File: src/rtl/mem_ctrl.sv
`default_nettype none
// ============================================================================
// Module   : mem_ctrl
// Purpose  : Byte-serial RAM arbiter for instruction-fetch and data ports.
// Revision : 1.0
// ============================================================================
module mem_ctrl #(
    parameter int ADDR_W = 32
) (
    input  logic              clk,
    input  logic              rst,
    input  logic              rdy,
    input  logic              if_req,
    input  logic [ADDR_W-1:0] if_addr,
    output logic              if_done,
    output logic [31:0]       if_inst,
    input  logic              mem_req,
    input  logic              mem_we,
    input  logic [ADDR_W-1:0] mem_addr,
    input  logic [2:0]        mem_len,
    input  logic [31:0]       mem_wdata,
    output logic              mem_done,
    output logic [31:0]       mem_rdata,
    input  logic [7:0]        ram_din,
    output logic [7:0]        ram_dout,
    output logic [ADDR_W-1:0] ram_a,
    output logic              ram_wr
);

    typedef enum logic [1:0] {
        S_IDLE = 2'd0,
        S_BUSY = 2'd1,
        S_DONE = 2'd2
    } state_t;

    state_t            r_state, w_state_nxt;
    logic [2:0]        r_i, w_i_nxt, r_len, w_len_nxt, w_i_inc, w_mem_n;
    logic [ADDR_W-1:0] r_addr, w_addr_nxt, w_next_a, w_ram_a_nxt;
    logic              r_we, w_we_nxt, r_is_if, w_is_if_nxt, r_live;
    logic [31:0]       r_wdata, w_wdata_nxt, r_rbuf, w_rbuf_nxt, w_acc;
    logic [31:0]       w_if_inst_nxt, w_mem_rdata_nxt;
    logic [7:0]        w_ram_dout_nxt, w_next_byte;
    logic              w_ram_wr_nxt, w_if_done_nxt, w_mem_done_nxt;
    logic [4:0]        w_sh;

    assign w_i_inc     = r_i + 3'd1;
    assign w_next_a    = r_addr + ADDR_W'(w_i_inc);
    assign w_next_byte = r_wdata[{w_i_inc[1:0], 3'b000} +: 8];
    assign w_sh        = {r_i[1:0] - 2'd1, 3'b000};
    assign w_mem_n     = (mem_len == 3'd1) ? 3'd1 : (mem_len == 3'd2) ? 3'd2 : 3'd4;

    // ram_din reflects the previous cycle's ram_a only if the last edge advanced;
    // after a freeze the byte was already captured on the first frozen cycle.
    assign w_acc = r_live ? (r_rbuf | ({24'd0, ram_din} << w_sh)) : r_rbuf;

    always_comb begin
        w_state_nxt     = r_state;
        w_i_nxt         = r_i;
        w_addr_nxt      = r_addr;
        w_we_nxt        = r_we;
        w_len_nxt       = r_len;
        w_wdata_nxt     = r_wdata;
        w_is_if_nxt     = r_is_if;
        w_rbuf_nxt      = r_rbuf;
        w_ram_a_nxt     = '0;
        w_ram_dout_nxt  = 8'd0;
        w_ram_wr_nxt    = 1'b0;
        w_if_done_nxt   = 1'b0;
        w_mem_done_nxt  = 1'b0;
        w_if_inst_nxt   = if_inst;
        w_mem_rdata_nxt = mem_rdata;
        case (r_state)
            S_IDLE: begin
                if (mem_req || if_req) begin
                    w_state_nxt = S_BUSY;
                    w_i_nxt     = 3'd0;
                    w_rbuf_nxt  = '0;
                    if (mem_req) begin
                        w_addr_nxt     = mem_addr;
                        w_we_nxt       = mem_we;
                        w_len_nxt      = w_mem_n;
                        w_wdata_nxt    = mem_wdata;
                        w_is_if_nxt    = 1'b0;
                        w_ram_a_nxt    = mem_addr;
                        w_ram_wr_nxt   = mem_we;
                        w_ram_dout_nxt = mem_we ? mem_wdata[7:0] : 8'd0;
                    end else begin
                        w_addr_nxt  = if_addr;
                        w_we_nxt    = 1'b0;
                        w_len_nxt   = 3'd4;
                        w_wdata_nxt = '0;
                        w_is_if_nxt = 1'b1;
                        w_ram_a_nxt = if_addr;
                    end
                end
            end
            S_BUSY: begin
                if (r_we) begin
                    if (w_i_inc < r_len) begin
                        w_i_nxt        = w_i_inc;
                        w_ram_a_nxt    = w_next_a;
                        w_ram_dout_nxt = w_next_byte;
                        w_ram_wr_nxt   = 1'b1;
                    end else begin
                        w_state_nxt    = S_DONE;
                        w_mem_done_nxt = 1'b1;
                    end
                end else begin
                    if (r_i != 3'd0) w_rbuf_nxt = w_acc;
                    if (r_i == r_len) begin
                        w_state_nxt = S_DONE;
                        if (r_is_if) begin
                            w_if_done_nxt = 1'b1;
                            w_if_inst_nxt = w_acc;
                        end else begin
                            w_mem_done_nxt  = 1'b1;
                            w_mem_rdata_nxt = w_acc;
                        end
                    end else begin
                        w_i_nxt = w_i_inc;
                        if (w_i_inc < r_len) w_ram_a_nxt = w_next_a;
                    end
                end
            end
            S_DONE: begin
                w_state_nxt = S_IDLE;
                w_i_nxt     = 3'd0;
            end
            default: w_state_nxt = S_IDLE;
        endcase
    end

    always_ff @(posedge clk) begin
        r_live <= rdy;
        if (rst) begin
            r_state   <= S_IDLE;
            r_i       <= 3'd0;
            r_addr    <= '0;
            r_we      <= 1'b0;
            r_len     <= 3'd0;
            r_wdata   <= '0;
            r_is_if   <= 1'b0;
            r_rbuf    <= '0;
            ram_a     <= '0;
            ram_dout  <= 8'd0;
            ram_wr    <= 1'b0;
            if_done   <= 1'b0;
            mem_done  <= 1'b0;
            if_inst   <= '0;
            mem_rdata <= '0;
        end else begin
            r_rbuf <= w_rbuf_nxt;
            if (rdy) begin
                r_state   <= w_state_nxt;
                r_i       <= w_i_nxt;
                r_addr    <= w_addr_nxt;
                r_we      <= w_we_nxt;
                r_len     <= w_len_nxt;
                r_wdata   <= w_wdata_nxt;
                r_is_if   <= w_is_if_nxt;
                ram_a     <= w_ram_a_nxt;
                ram_dout  <= w_ram_dout_nxt;
                ram_wr    <= w_ram_wr_nxt;
                if_done   <= w_if_done_nxt;
                mem_done  <= w_mem_done_nxt;
                if_inst   <= w_if_inst_nxt;
                mem_rdata <= w_mem_rdata_nxt;
            end
        end
    end

endmodule
`default_nettype wire

File: config.mk
export PLATFORM = sky130hd
export DESIGN_NAME = mem_ctrl
export DESIGN_NICKNAME = d
export VERILOG_FILES = /design/src/rtl/mem_ctrl.sv
export SDC_FILE = /design/constraint.sdc
export NUM_CORES = 1
export LEC_CHECK = 0
export CAP_MARGIN = 10
export CORE_MARGIN = 3
export CORE_UTILIZATION = 55
export CTS_CLUSTER_DIAMETER = 100
export DETAILED_ROUTE_END_ITERATION = 10
export DONT_BUFFER_PORTS = 1
export GPL_ROUTABILITY_DRIVEN = 0
export GPL_TIMING_DRIVEN = 0
export HOLD_SLACK_MARGIN = 0.08
export PLACE_DENSITY = 0.73
export SLEW_MARGIN = 10
export SYNTH_ARGS = -nofsm -noshare
export SYNTH_HDL_FRONTEND = slang
export SYNTH_SLANG_ARGS = --single-unit
File: constraint.sdc
create_clock -name clk -period 3.4 [get_ports clk]
set_clock_uncertainty 0.2 [all_clocks]
set_input_delay 0.68 -clock clk [delete_from_list [all_inputs] [get_ports clk]]
set_output_delay 0.68 -clock clk [all_outputs]
set_load 0.02 [all_outputs]
==> metrics.cfg, run 1 <==
[drt]
drtAntennaViolNets=0
drt_pass1_iterations=5
initialDrtViolationCount=636
detailroute.via_count=8198
route.detailed.wl_per_inst_um=21.1
aggregate_routed_wire_length_um=28000
detail_route.vias_per_cell=6.15
final_routed_drc_violation_total=0

[power_and_ir_drop]
p_sw_w=0.00154
power.leakage_nw=3.55
clock_power_share_pct=42.9
comb_power_share_pct=9.9
switching_share_pct=26.2
power.density_mw_per_mm2=569
share_seq_of_total_power_pct=47.2
intPower_w=0.00435
ir_worst_vdd_mv=0.432

[finish]
finish.cell_count_without_fillers=1332
drive_gt1_share_pct=8.69
layout.core_utilization_pct=64.0
finish.net_count=1223
area_growth_syn_to_layout_pct=11.7
diodes=0
stdcell_area_mm2=0.0104

[setup_path]
startpoint=r_i[0]
worst-endpoint-arrival_ps=3470
worstPathMaxFanout=7
regToRegStartpoint=r_i[0]
timing.critical_path.to_type=flip-flop
path_class=flip-flop to flip-flop
worstSetupStartpointType=flip-flop
worst-endpoint-required_ps=3610

[place]
portBuffers=0
placedInstanceArea_mm2=0.00954
hpwl_um=20300
post-place-cells=1290

[clock_network]
cts_max_level=1
clkTransAtPathRegs_ps=60
cts_made_buffers=23
cts.root.buffer_cell=clkbuf_16
cts.sink_count=214
cts.path.max_buffers=3
tritoncts=done
latest_clock_arrival_within_the_worst_skew_pair_ps=500

[logic_synthesis]
post_synth_most_frequent_cells=214 x dfxtp_1, 183 x nor2_1, 161 x a21oi_1
synth-edff-count=0
syn-num-nets=1196
synth_seq_cells=214
post_synthesis_sequential_area_ratio_pct=46.2
post-synth-top-count-cell=dfxtp_1
post_synthesis_area_per_instance_um2=8.63
mappedNetlistArea_mm2=0.00927
post-synth-top-area-fraction_pct=46.2
async_reset_ff_share_pct=0
netlist_top_cells_area=dfxtp_1 46%, a21oi_1 8.7%, nor2_1 7.4%
yosysUniqueCellTypes=56
ys.warnings.count=0
ys.flop_type=dfxtp_1
synthesis.instances=1074
synthDominantAreaCellType=dfxtp_1

[sta]
fmaxAchievable_ghz=0.307
relSlewSlack_pct=39.2
min_period_over_period_pct=95.8
rsz0062_at_grt=no
hold_viol_final=0
post-route-min-period_ps=3260
worst_slew_pin_slew_ps=912
timing_max_transition_violations_final=0
finalSetupViolations=0

[global_route]
grt_first_pass_wirelength_um=42900
total_global_routing_track_utilization_pct=29.5
grt_max_degree=14
number_of_antenna_violations_at_the_first_check_in_global_routing=0
overflow=0
vias_in_the_first_global_route=7806

[die]
initial_core_util_pct=57.3
overall_die_area_mm2=0.0184
fp-row-count=46
floorplan.die.width_um=136
die_h_um=136
io_count=220
placeableCoreArea_mm2=0.0162

[outcome]
status=finished, final reports clean

[flow_run]
maxCapViolations=0

[min_path]
hp-start=mem_wdata[11]
worst_hold_path_type=primary input to flip-flop

==> registers in the layout, indices dropped and copies added, names as in the netlist, 2 cells and up <==
register and cells:
if_inst 32, mem_rdata 32, r_addr 32, r_rbuf 32, r_wdata 32, ram_a 32, ram_dout 8, r_i 3
r_len 3, r_state 2
==> kinds of logic after synthesis <==
group,synth area share (%)
and+or+nand+nor,17.7
AOI/OAI and AO/OA,21.7
DFF,46.2
buffers and inverters,4.70
muxes,5.53
xor gates and xnor gates,2.83
adders and majority gates,1.30
==> timing repair <==
item,CTS,global route
buffers inserted,0,1
setup endpoints to repair,12,13
resized for setup,2,2
pin swaps,0,1
hold endpoints to repair,1,0
hold buffers,1,0
==> per-layer routing <==
metal	vias to the layer above	GRT usage [%]	routed length, um
li1	3884	-	-
met1	3884	38.4	11000
met2	380	48.1	13000
met3	50	8.07	3260
met4	0	8.85	726
met5	-	0	0
==> final cells by class <==
class	count	area (um2)
fill	1410	5820
multi-input combinational	757	4580
sequential	214	4280
clock buffer	34	677
buffer	85	368
tap	216	270
clock inverter	6	87.6
inverter	18	67.6
timing repair buffer	2	17.5
==> power by group through the flow <==
stage | sequential (W) | clock [W] | combinational [W]
global placement | 0.00283 | 0 | 0.000555
CTS | 0.00278 | 0.00255 | 0.000571
detailed placement | 0.00283 | 0 | 0.000566
global route | 0.00279 | 0.00264 | 0.000642
floorplan | 0.00280 | 0 | 0.000423
finish | 0.00278 | 0.00253 | 0.000580
==> critical path, cell delays in order (launching register included) <==
cell	delay (ps)
dfxtp_1	550
inv_1	190
ha_1	420
inv_1	120
fa_1	450
nor2b_2	290
o211a_1	370
nand4_1	150
xor2_1	180
o32ai_1	240
==> cells in the final DEF, fill, tap and decap left out, drive strengths merged, types with 17 or more instances in the layout <==
cell    synthesis  layout
a211oi         83      83
nand3          44      44
xor2           20      20
o22ai          18      18
buf            33      34
a21oi         161     161
o21ai          17      17
dfxtp         214     214
clkbuf         52      86
inv            18      19
nor2          183     183
mux2i          31      31
nand2          70      70
==> per-stage QoR <==
stage | worst slack [ps] | setup TNS (ps) | hold slack, ps | total power, W
4_1_cts | 115 | 0 | 130 | 0.00590
5_1_grt | 51.7 | 0 | 136 | 0.00608
3_3_place_gp | -92.2 | -868 | 238 | 0.00339
3_5_place_dp | -78.7 | -549 | 245 | 0.00340
2_1_floorplan | 749 | 0 | 229 | 0.00323
6_report | 142 | 0 | 140 | 0.00589
==> worst paths after layout <==
check | end | slack (ps) | cells after the start
min reg2reg | r_wdata[18] | 250 | 2
max reg2reg | ram_a[26] | 140 | 9
min | r_wdata[11] | 140 | 2
max | ram_a[26] | 140 | 9
Power figures use the tool's default switching activity.
==> inputs of run 2 (changes only) <==
Settings changed: ABC_CLOCK_PERIOD_IN_PS set to 3000, RECOVER_POWER set to 25.
Clock period 3.4 ns to 3 ns, I/O delays scaled along.
==> metrics.cfg, run 2 (synthesis results as in run 1) <==
[clock_network]
cts.sink_count=214  ; unchanged
latest_clock_arrival_within_the_worst_skew_pair_ps=510  ; about the same
cts_max_level=1  ; unchanged
tritoncts=done
cts.root.buffer_cell=clkbuf_16
clkTransAtPathRegs_ps=60  ; about the same
cts_made_buffers=23  ; unchanged
cts.path.max_buffers=3  ; unchanged

[setup_path]
worst-endpoint-arrival_ps=3110  ; -360 ps
path_class=flip-flop to flip-flop
regToRegStartpoint=r_i[0]
worstPathMaxFanout=7  ; unchanged
timing.critical_path.to_type=flip-flop
startpoint=r_i[0]
worstSetupStartpointType=flip-flop
worst-endpoint-required_ps=3220  ; -390 ps

[min_path]
hp-start=mem_wdata[30]
worst_hold_path_type=primary input to flip-flop

[sta]
relSlewSlack_pct=38.2  ; -0.99 points
hold_viol_final=0  ; unchanged
timing_max_transition_violations_final=0  ; unchanged
min_period_over_period_pct=96.4  ; +0.60 points
fmaxAchievable_ghz=0.346  ; +13%
finalSetupViolations=0  ; unchanged
worst_slew_pin_slew_ps=927  ; +14.9 ps
post-route-min-period_ps=2890  ; -365 ps
whs_ps=97.6  ; -42.2 ps
setup_ws_ps=107  ; -34.8 ps
rsz0062_at_grt=no

[place]
post-place-cells=1290  ; unchanged
detailedPlace.worstSlack_ps=-479  ; -400 ps
hpwl_um=20300  ; unchanged
portBuffers=0  ; unchanged

[power_and_ir_drop]
power.leakage_nw=3.67  ; +3.3%
switching_share_pct=26.3  ; +0.12 points
share_seq_of_total_power_pct=46.9  ; -0.3 points
comb_power_share_pct=10.4  ; +0.5 points
ir_worst_vdd_mv=0.487  ; +13%
intPower_w=0.00495  ; +14%
p_sw_w=0.00177  ; +15%
power.density_mw_per_mm2=627  ; +10%
clock_power_share_pct=42.6  ; -0.3 points

[global_route]
vias_in_the_first_global_route=8056  ; +3.2%
grt_first_pass_wirelength_um=44300  ; +3.3%
grt_max_degree=14  ; unchanged
overflow=0  ; unchanged
total_global_routing_track_utilization_pct=30.5  ; +0.98 points
number_of_antenna_violations_at_the_first_check_in_global_routing=0  ; unchanged

[die]
die_h_um=136  ; unchanged
placeableCoreArea_mm2=0.0162  ; unchanged
initial_core_util_pct=57.3  ; unchanged
io_count=220  ; unchanged
fp-row-count=46  ; unchanged
overall_die_area_mm2=0.0184  ; unchanged
floorplan.die.width_um=136  ; unchanged

[drt]
detailroute.via_count=8407  ; +2.5%
aggregate_routed_wire_length_um=29100  ; +3.7%
detail_route.vias_per_cell=6.17  ; +0.29%
initialDrtViolationCount=605  ; -4.9%
route.detailed.wl_per_inst_um=21.3  ; +1.4%
drtAntennaViolNets=0  ; unchanged
drt_pass1_iterations=5  ; unchanged
final_routed_drc_violation_total=0  ; unchanged

[flow_run]
maxCapViolations=0  ; unchanged

[finish]
diodes=0  ; unchanged
finish.cell_count_without_fillers=1362  ; +2.3%
most-common-layout-cells=213 x dfxtp_1, 183 x nor2_1, 160 x a21oi_1
area_growth_syn_to_layout_pct=15.5
finish.net_count=1253  ; +2.5%
layout_commonest_cell=dfxtp_1
drive_gt1_share_pct=9.69  ; +0.99 points
layout.core_utilization_pct=66.2  ; +2.2 points

[outcome]
status=finished, final reports clean

run 2: layout make-up:
class                   instances  area, um2
inverters                      18       67.6
clock buffers                  34        677
flip-flops and latches        214       4290
repair buffers                 32        313
clock inverters                 6       87.6
well taps                     216        270
fillers                      1361       5460
multi-input cells             757       4640
plain buffers                  85        369
run 2: repair_timing:
item,4_1_cts,5_1_grt
hold buffers,29,0
hold endpoints to repair,29,0
setup buffers,3,0
pin swaps,2,0
gates resized for setup,9,12
endpoints found under the setup margin,40,24
run 2: stage by stage:
stage | power, W | area, um2 | setup TNS [ps]
final | 0.00672 | 10700 | 0
after CTS | 0.00673 | 10700 | 0
after global placement | 0.00384 | 9540 | -10110
after detailed placement | 0.00385 | 9540 | -9110
after global routing | 0.00693 | 10700 | 0
after floorplan | 0.00366 | 9270 | 0
run 2: path summary, 6_finish.rpt:
check	slack, ps	depth (start not counted)	end
hold / removal	100	2	r_wdata[30]
setup / recovery	110	9	ram_a[26]
hold reg to reg	250	2	r_wdata[11]
setup reg to reg	110	9	ram_a[26]
run 2: metal layers:
| metal | track usage, % | wire [um] |
|---|---|---|
| met1 | 39.3 | 11400 |
| met2 | 49.8 | 13500 |
| met3 | 8.36 | 3260 |
| met4 | 9.85 | 904 |
| met5 | 0 | 0 |
run 2: power groups by stage:
stage / sequential, W / combinational [W] / clock (W)
floorplan: 0.00318 / 0.000479 / 0
global placement: 0.00321 / 0.000629 / 0
detailed placement: 0.00321 / 0.000641 / 0
CTS: 0.00315 / 0.000681 / 0.00289
global route: 0.00317 / 0.000770 / 0.00300
finish: 0.00315 / 0.000701 / 0.00287
run 2: critical path, cell delays in order (launching register included):
cell     delay (ps)
dfxtp_2         430
inv_1           170
ha_4            330
inv_1            80
fa_1            470
nor2b_4         230
o211a_2         320
nand4_1         140
xor2_1          180
o32ai_1         250
